<file path="config.mk">
export PLATFORM = sky130hd
export DESIGN_NAME = pp_accum
export DESIGN_NICKNAME = d
export VERILOG_FILES = /design/src/rtl/pp_accum_pkg.sv /design/src/rtl/pp_accum_sm2tc.sv /design/src/rtl/pp_accum.sv
export SDC_FILE = /design/constraint.sdc
export NUM_CORES = 1
export LEC_CHECK = 0
export ABC_AREA = 0
export BUFFER_PORTS_ARGS = -buffer_cell sky130_fd_sc_hd__buf_2
export CORE_UTILIZATION = 45
export CTS_BUF_LIST = sky130_fd_sc_hd__clkbuf_8
export DETAILED_ROUTE_END_ITERATION = 10
export GPL_TIMING_DRIVEN = 0
export HOLD_SLACK_MARGIN = 0.12
export PLACE_DENSITY = 0.75
export SYNTH_ARGS = -nofsm -noshare
export SYNTH_HDL_FRONTEND = slang
export SYNTH_HIERARCHICAL = 1
export SYNTH_SLANG_ARGS = --single-unit
</file>
<file path="constraint.sdc">
create_clock -name clk -period 3.1 [get_ports clk]
set_input_delay 0.465 -clock clk [delete_from_list [all_inputs] [get_ports clk]]
set_output_delay 0.465 -clock clk [all_outputs]
set_load 0.05 [all_outputs]
</file>
<file path="src/rtl/pp_accum_pkg.sv">
// Shared widths, group limit and FSM state encodings for the partial-product
// accumulator and its sign-magnitude converter.
package pp_accum_pkg;

   localparam int MAG_W     = 14;
   localparam int ACC_W     = 18;
   localparam int MAX_TERMS = 8;

   localparam logic [1:0] ST_IDLE  = 2'd0;
   localparam logic [1:0] ST_ACCUM = 2'd1;
   localparam logic [1:0] ST_HOLD  = 2'd2;

   typedef struct packed {
      logic truncated;
      logic exp_mismatch;
   } flags_t;

endpackage

</file>
<file path="src/rtl/pp_accum_sm2tc.sv">
// Sign-magnitude to two's-complement conversion of one aligned partial product,
// zero-extended then negated when the sign is set, so -0 maps to 0.
module sm2tc #(
   parameter int MAG_W = 14,
   parameter int ACC_W = 18
) (
   input  logic             sign,
   input  logic [MAG_W-1:0] mag,
   output logic [ACC_W-1:0] term,
   output logic [50:0]      number
);

   logic [ACC_W-1:0] mag_ext;

   assign mag_ext = {{(ACC_W-MAG_W){1'b0}}, mag};
   assign term    = sign ? (~mag_ext + 1'b1) : mag_ext;

   // Static cost: one negating adder bit per accumulator bit plus one mux per magnitude bit.
   assign number  = 51'(MAG_W + ACC_W);

endmodule

</file>
<file path="src/rtl/pp_accum.sv">
// Groups signed aligned partial products into sums of up to MAX_TERMS terms and
// presents each group result with a valid/ready handshake.
module pp_accum #(
   parameter int MAG_W     = pp_accum_pkg::MAG_W,
   parameter int ACC_W     = pp_accum_pkg::ACC_W,
   parameter int MAX_TERMS = pp_accum_pkg::MAX_TERMS
) (
   input  logic             clk,
   input  logic             rst_n,
   input  logic             in_valid,
   output logic             in_ready,
   input  logic             pp_sign,
   input  logic [MAG_W-1:0] shifted_unsign_pp,
   input  logic [5:0]       max_exp,
   input  logic             in_last,
   output logic             out_valid,
   input  logic             out_ready,
   output logic [ACC_W-1:0] out_sum,
   output logic [5:0]       out_exp,
   output logic [3:0]       out_cnt,
   output logic [1:0]       out_flags,
   output logic [50:0]      number
);

   import pp_accum_pkg::*;

   localparam logic [3:0] MAX_CNT = 4'(MAX_TERMS);

   logic [1:0]       state_reg;
   logic [ACC_W-1:0] acc_reg;
   logic [3:0]       cnt_reg;
   logic [5:0]       exp_reg;
   flags_t           flags_reg;

   logic [ACC_W-1:0] term;
   logic [3:0]       cnt_next;
   logic             accept;
   logic             full_first;
   logic             full_next;

   sm2tc #(
      .MAG_W (MAG_W),
      .ACC_W (ACC_W)
   ) u_sm2tc (
      .sign   (pp_sign),
      .mag    (shifted_unsign_pp),
      .term   (term),
      .number (number)
   );

   assign accept     = in_valid && in_ready;
   assign cnt_next   = cnt_reg + 4'd1;
   assign full_first = (MAX_CNT == 4'd1);
   assign full_next  = (cnt_next == MAX_CNT);

   always_ff @(posedge clk or negedge rst_n) begin
      if (!rst_n) begin
         state_reg <= ST_IDLE;
         acc_reg   <= '0;
         cnt_reg   <= '0;
         exp_reg   <= '0;
         flags_reg <= '0;
      end else begin
         case (state_reg)
            ST_IDLE: begin
               if (accept) begin
                  acc_reg                <= term;
                  cnt_reg                <= 4'd1;
                  exp_reg                <= max_exp;
                  flags_reg.exp_mismatch <= 1'b0;
                  flags_reg.truncated    <= full_first && !in_last;
                  state_reg              <= (in_last || full_first) ? ST_HOLD : ST_ACCUM;
               end
            end
            ST_ACCUM: begin
               if (accept) begin
                  acc_reg <= acc_reg + term;
                  cnt_reg <= cnt_next;
                  // Both flags are sticky for the remainder of the group.
                  if (max_exp != exp_reg) flags_reg.exp_mismatch <= 1'b1;
                  if (full_next && !in_last) flags_reg.truncated <= 1'b1;
                  if (in_last || full_next) state_reg <= ST_HOLD;
               end
            end
            ST_HOLD: begin
               if (out_ready) state_reg <= ST_IDLE;
            end
            default: state_reg <= ST_IDLE;
         endcase
      end
   end

   // Outputs come straight from the group registers; they are frozen in HOLD.
   assign in_ready  = (state_reg != ST_HOLD);
   assign out_valid = (state_reg == ST_HOLD);
   assign out_sum   = acc_reg;
   assign out_exp   = exp_reg;
   assign out_cnt   = cnt_reg;
   assign out_flags = flags_reg;

endmodule

</file>
======== Word-level counts from Yosys, hierarchy flattened ========
Cells that the tools add are included.
word-level totals
  word-level logic and storage cells ...... 50
  bits of input ports ..................... 26
  flip-flop bits (word level) ............. 32
  output and inout port bits .............. 83
cells by class
  $add $sub $neg .......................... 3
  eq/ne operators ......................... 11
  reduce and logical (&&, ||, !) cells .... 11
  bitwise operators ....................... 1
  muxes and demuxes ....................... 18
operators with widths
  cell                                                  number
  two-way mux 18 bit                                    3
  case mux 18 bit (2 select lines)                      1
  adder 18 x 1 -> 18 bit (second input constant)        1
  adder 18 bit                                          1
  inverter 14 -> 18 bit                                 1
  two-way mux 2 bit                                     7
  != test 2 bit (second input constant)                 6
  AND reduction 4 bit                                   3
  two-way mux 4 bit                                     2
  case mux 4 bit (2 select lines)                       1
  != test 6 bit                                         1
  case mux 2 bit (3 select lines)                       1
  adder 4 x 1 -> 4 bit (second input constant)          1
  equality test 4 bit (second input constant)           1
  case mux 2 bit (2 select lines)                       1
  AND reduction 3 bit                                   1
  equality test 2 x 1 -> 1 bit (second input constant)  1
  equality test 2 bit (second input constant)           1
  logical AND 1 bit                                     2
  zero test 2 bit                                       1
  two-way mux 1 bit                                     2
  != test 2 x 1 -> 1 bit (second input constant)        1
  AND reduction 2 bit                                   1
  nonzero test 2 bit                                    1
  other kinds (2)                                       2

======== Depth between registers and ports, before layout ========
  depth in word-level cells ............... 6
  depth in mapped cells ................... 14
  depth with buffers taken out ............ 12

======== Hierarchy ========
Netlist, hierarchy kept.
by module, submodules not included
  module    area an instance (sq um)  sequential area each (sq um)  cells an instance  instances
  pp_accum  2392.3                    800.8                         267                1
  sm2tc     784.5                     0.0                           103                1

======== Least setup slack after synthesis ========
OpenSTA, ideal clock, no wires.
  path type ............................... input port to flip-flop
  from .................................... in shifted_unsign_pp[1]
  to ...................................... reg acc_reg[15] (netlist: out_sum[15])
  setup time .............................. 0.124 ns
  required time ........................... 2.976 ns
  arrival ................................. 3.044 ns
  cell stages on the path ................. 13
  setup slack ............................. -0.068 ns
  path buffers ............................ 1
  cells stage by stage .................... inv_1 ha_1 or3b_1 buf_2 o41ai_2 xnor2_1 ha_1 a21o_1 a21o_1 a32o_1 a211o_1 mux2i_1 a211o_1
on the way
  word-level cells in the longest chain between the ends .. 6
  elaborated cells between the ends (all ways) .. 7
  those cells by class .................... 2 x add/sub; 4 x mux; 1 x bitwise
RTL lines
  element                           RTL line              text
  from (decl)                       pp_accum.sv:13        input logic [MAG_W-1:0] shifted_unsign_pp,
  inverter 14 -> 18 bit             pp_accum_sm2tc.sv:16  assign term = sign ? (~mag_ext + 1'b1) : mag_ext;
  adder 18 x 1 -> 18 bit            pp_accum_sm2tc.sv:16
  two-way mux 18 bit                pp_accum_sm2tc.sv:16
  net term[12]                      pp_accum.sv:35        logic [ACC_W-1:0] term;
  adder 18 bit                      pp_accum.sv:77        acc_reg <= acc_reg + term;
  two-way mux 18 bit                pp_accum.sv:76        if (accept) begin
  case mux 18 bit (2 select lines)  pp_accum.sv:64        case (state_reg)
  to (signal assigned)              pp_accum.sv:67        acc_reg <= term;
  to (signal assigned)              pp_accum.sv:77
  to (decl)                         pp_accum.sv:30        logic [ACC_W-1:0] acc_reg;
The timed path passes the listed nets, and every way through them passes these cells. The select of a mux whose other input is x is not followed.
A chain may end at the register's enable or synchronous reset.

======== Worst setup path in the final report ========
  from .................................... in shifted_unsign_pp[2]
  to ...................................... reg acc_reg[17] (netlist: out_sum[17])
The elaborated chain is that of the path after synthesis.

==> flow_summary.toml <==
[setup_path]
cp.required_ns = 3.29
worst-path-buf-inv = 2
cp-start-kind = "primary input"
end_kind = "register"
cpPeakStageDelay_ns = 0.53
reg2regPathDepth = 8
critPathMaxFanout = 6
path_delay_family = "compound AO/OA/AOI/OAI gates"
critPathArrivalTime_ns = 3.23
slowest_stage = "or4_4"
cp_cell_sequence = "buf_2, or4_4, buf_6, o21ai_1, xnor2_1, ha_2, a21o_1, a21o_1, a211oi_2, a31oi_2, o21a_1, a211oi_1"
crit_type = "primary input to register"
path_common_cell = "a21o_1"
cp.depth = 12

[power_and_ir_drop]
power_mw = 3.43
powerDensity_mw_per_mm2 = 832
ir_worst_vdd_mv = 0.408
leakage_nw = 2.06

[timing]
tns_ns = 0
maxSlewHeadroom = 0.501
rsz0062_at_grt = "true"
tightest_slew_ns = 0.749
clock.fmax_mhz = 329
hold_violations = 0
worst_slack_ns = 0.0589
period_share = 0.981
setup_viol_count_final = 0
drv_slew = 0
timing.final.crit_period_ns = 3.04
skew_ns = 0.0103

[placement]
preCtsSetupSlack_ns = -0.424
placed_cells = 571
dp_hpwl_um = 6000
port_buffers = 56
gp_congestion = 0.863

[clock_tree]
numCtsBuffers = 5
clock-root-buffer = "clkbuf_8"
cts_tree = "done"
clk_latency_ns = 0.30
cts_buffer_depth = 2
htreeDepth = 2
cts.sinks = 32
cts_hold_buffers = 0
clk_pin_slew_worst_paths_ns = 0.08

[global_route]
antenna_found_initial = 0
grt_pass1_wl_um = 12400
overflow = 0
grt_max_degree = 33
grt_usage = 0.214
grt_pass1_vias = 2677

[route]
first_iter_violations = 176
routedWlPerCell_um = 13.2
drc = 0
ant_nets = 0
routed_via_density = 4.95
drt-pass1-iter-count = 4
routed_wl_um = 7790
vias = 2915

[logic_synthesis]
mappedNetlistArea_mm2 = 0.00318
syn_inst = 370
async_reset_ff_frac = 1.00
yosysUniqueCellTypes = 55
yosys_warnings = 6
yosysSeqAreaShare = 0.252
syn_area_per_cell_um2 = 8.59
synth-edff-count = 0
ys_seq_elements = 32
ys.flop_type = "dfrtp_1"

[floorplanning]
die_area_mm2 = 0.00740
rows = 30
dieHeight_um = 86.0
start_util = 0.468
core_mm2 = 0.00679
die_width_um = 86.0
ios = 109

[cells_and_area]
finalNetCount = 538
largest_reg_flops = 18
n_antenna_cell = 0
fin_cells = 589
final_util = 0.607
syn_to_final_growth_pct = 29.8
final_layout_size_suffix_gt1_frac = 0.343
nFillCells = 601

[run_status]
status = "finished, final reports clean"

[flow_run]
drv_cap = 0

[worst_hold_path]
worstHoldPathType = "primary input to async pin"
==> cell usage after synthesis (2+ instances only) <==
master | n | area (um2)
mux2_2 | 6 | 67.6
and3_1 | 5 | 31.3
nand2b_1 | 3 | 18.8
a31oi_1 | 5 | 31.3
o21ai_0 | 27 | 135
nand3_1 | 4 | 20.0
a21boi_0 | 4 | 30.0
a211o_1 | 3 | 26.3
xnor2_1 | 21 | 184
a21o_1 | 9 | 67.6
o22ai_1 | 4 | 25.0
dfrtp_1 | 32 | 801
nor3b_1 | 7 | 52.6
or4_4 | 2 | 22.5
or3_1 | 5 | 31.3
conb_1 | 2 | 7.51
mux2i_1 | 9 | 90.1
nor2b_1 | 4 | 25.0
or2_2 | 3 | 18.8
o21a_1 | 6 | 45.0
inv_1 | 7 | 26.3
o21ai_1 | 2 | 10.0
o41ai_2 | 4 | 65.1
ha_1 | 19 | 238
clkbuf_1 | 10 | 37.5
nand2_1 | 29 | 109
a21oi_1 | 27 | 135
o31ai_1 | 3 | 22.5
nor2_1 | 12 | 45.0
xor2_1 | 12 | 105
buf_4 | 52 | 390
a211oi_1 | 4 | 30.0
nor3_1 | 5 | 25.0
buf_2 | 2 | 10.0
==> worst register-to-register path, cell delays in order (launching register included) <==
cell	delay [ns]
dfrtp_1	0.41
ha_1	0.25
fa_1	0.43
a21oi_1	0.24
o22a_1	0.22
a21oi_1	0.14
a2111oi_4	0.43
xor2_1	0.17
o21ai_0	0.08
==> stage by stage <==
step,hold slack [ns],area [um2]
3_3_place_gp,0.462,3790
4_1_cts,0.254,4000
5_1_grt,0.289,4120
2_1_floorplan,0.169,3390
3_5_place_dp,0.464,3790
6_report,0.227,4120
==> final timing paths <==
path                                      start            to  slack, ns
min in group clk                        in_last  out_flags[1]       0.37
min                                       rst_n    out_cnt[3]       0.23
max reg2reg                          out_sum[0]   out_sum[16]       0.60
max                        shifted_unsign_pp[2]   out_sum[17]       0.06
max in group asynchronous                 rst_n    out_sum[2]       2.39
min reg2reg                        out_flags[1]  out_flags[1]       0.48
==> cell type report <==
| cell class | count | area [um2] | share of cell area |
|---|---|---|---|
| Buffer | 64 | 448 | 0.109 |
| Clock buffer | 5 | 68.8 | 0.0167 |
| Clock inverter | 3 | 46.3 | 0.0112 |
| Inverter | 7 | 41.3 | 0.0100 |
| Multi-Input combinational cell | 314 | 2220 | 0.539 |
| Sequential cell | 32 | 801 | 0.194 |
| Tap cell | 96 | 120 | 0.0291 |
| Timing Repair Buffer | 68 | 377 | 0.0914 |
==> where the power goes <==
part	internal (mW)	switching (mW)
Combinational	0.845	1.47
Sequential	0.554	0.133
Clock	0.242	0.185
==> layout by cell type, fill, tap and decap left out, types with 3 or more instances in the layout <==
cell,netlist,layout
buf_4,52,64
nand3_1,4,4
and3_1,5,5
o21ai_0,27,25
nand2_1,29,29
a211oi_1,4,3
o21ai_1,2,4
o41ai_4,0,3
ha_2,0,3
a21oi_1,27,26
buf_2,2,57
nand2b_1,3,3
o22ai_1,4,4
o31ai_1,3,3
mux2i_1,9,9
nor2b_1,4,4
nor3b_1,7,7
a211o_1,3,3
ha_1,19,13
or3_1,5,5
mux2_2,6,6
nor3_1,5,4
clkbuf_1,10,7
ha_4,0,3
dfrtp_1,32,32
a21o_1,9,9
conb_1,2,51
xnor2_1,21,19
or2_2,3,3
a21boi_0,4,3
clkbuf_8,0,5
nor2_1,12,12
o21a_1,6,6
a31oi_1,5,4
inv_1,7,5
xor2_1,12,12
==> routing by layer <==
layer | vias to the layer above | wire (um) | track usage
met5 | - | 0 | 0
li1 | 1463 | - | -
met2 | 97 | 3630 | 0.354
met4 | 0 | 108 | 0.0712
met3 | 11 | 489 | 0.0433
met1 | 1344 | 3560 | 0.279
==> kinds of logic (layout without fill, tap and decap cells) <==
group / count (synthesis) / count (layout) / share of synthesized area
fa+ha+maj: 20 / 20 / 0.0811
mux: 15 / 15 / 0.0496
simple gates: 88 / 88 / 0.149
compound gates: 107 / 107 / 0.224
other cells: 2 / 51 / 0.00236
xor+xnor: 33 / 33 / 0.0910
flops: 32 / 32 / 0.252
buf+inv: 73 / 147 / 0.151
==> timing repair <==
action / in CTS / in global routing
resized for setup: 12 / 17
cloned: 0 / 0
setup buffers: 3 / 9
setup endpoints to repair: 3 / 6
pin swaps: 5 / 16
No activity file was read; power rests on OpenSTA's default activity.
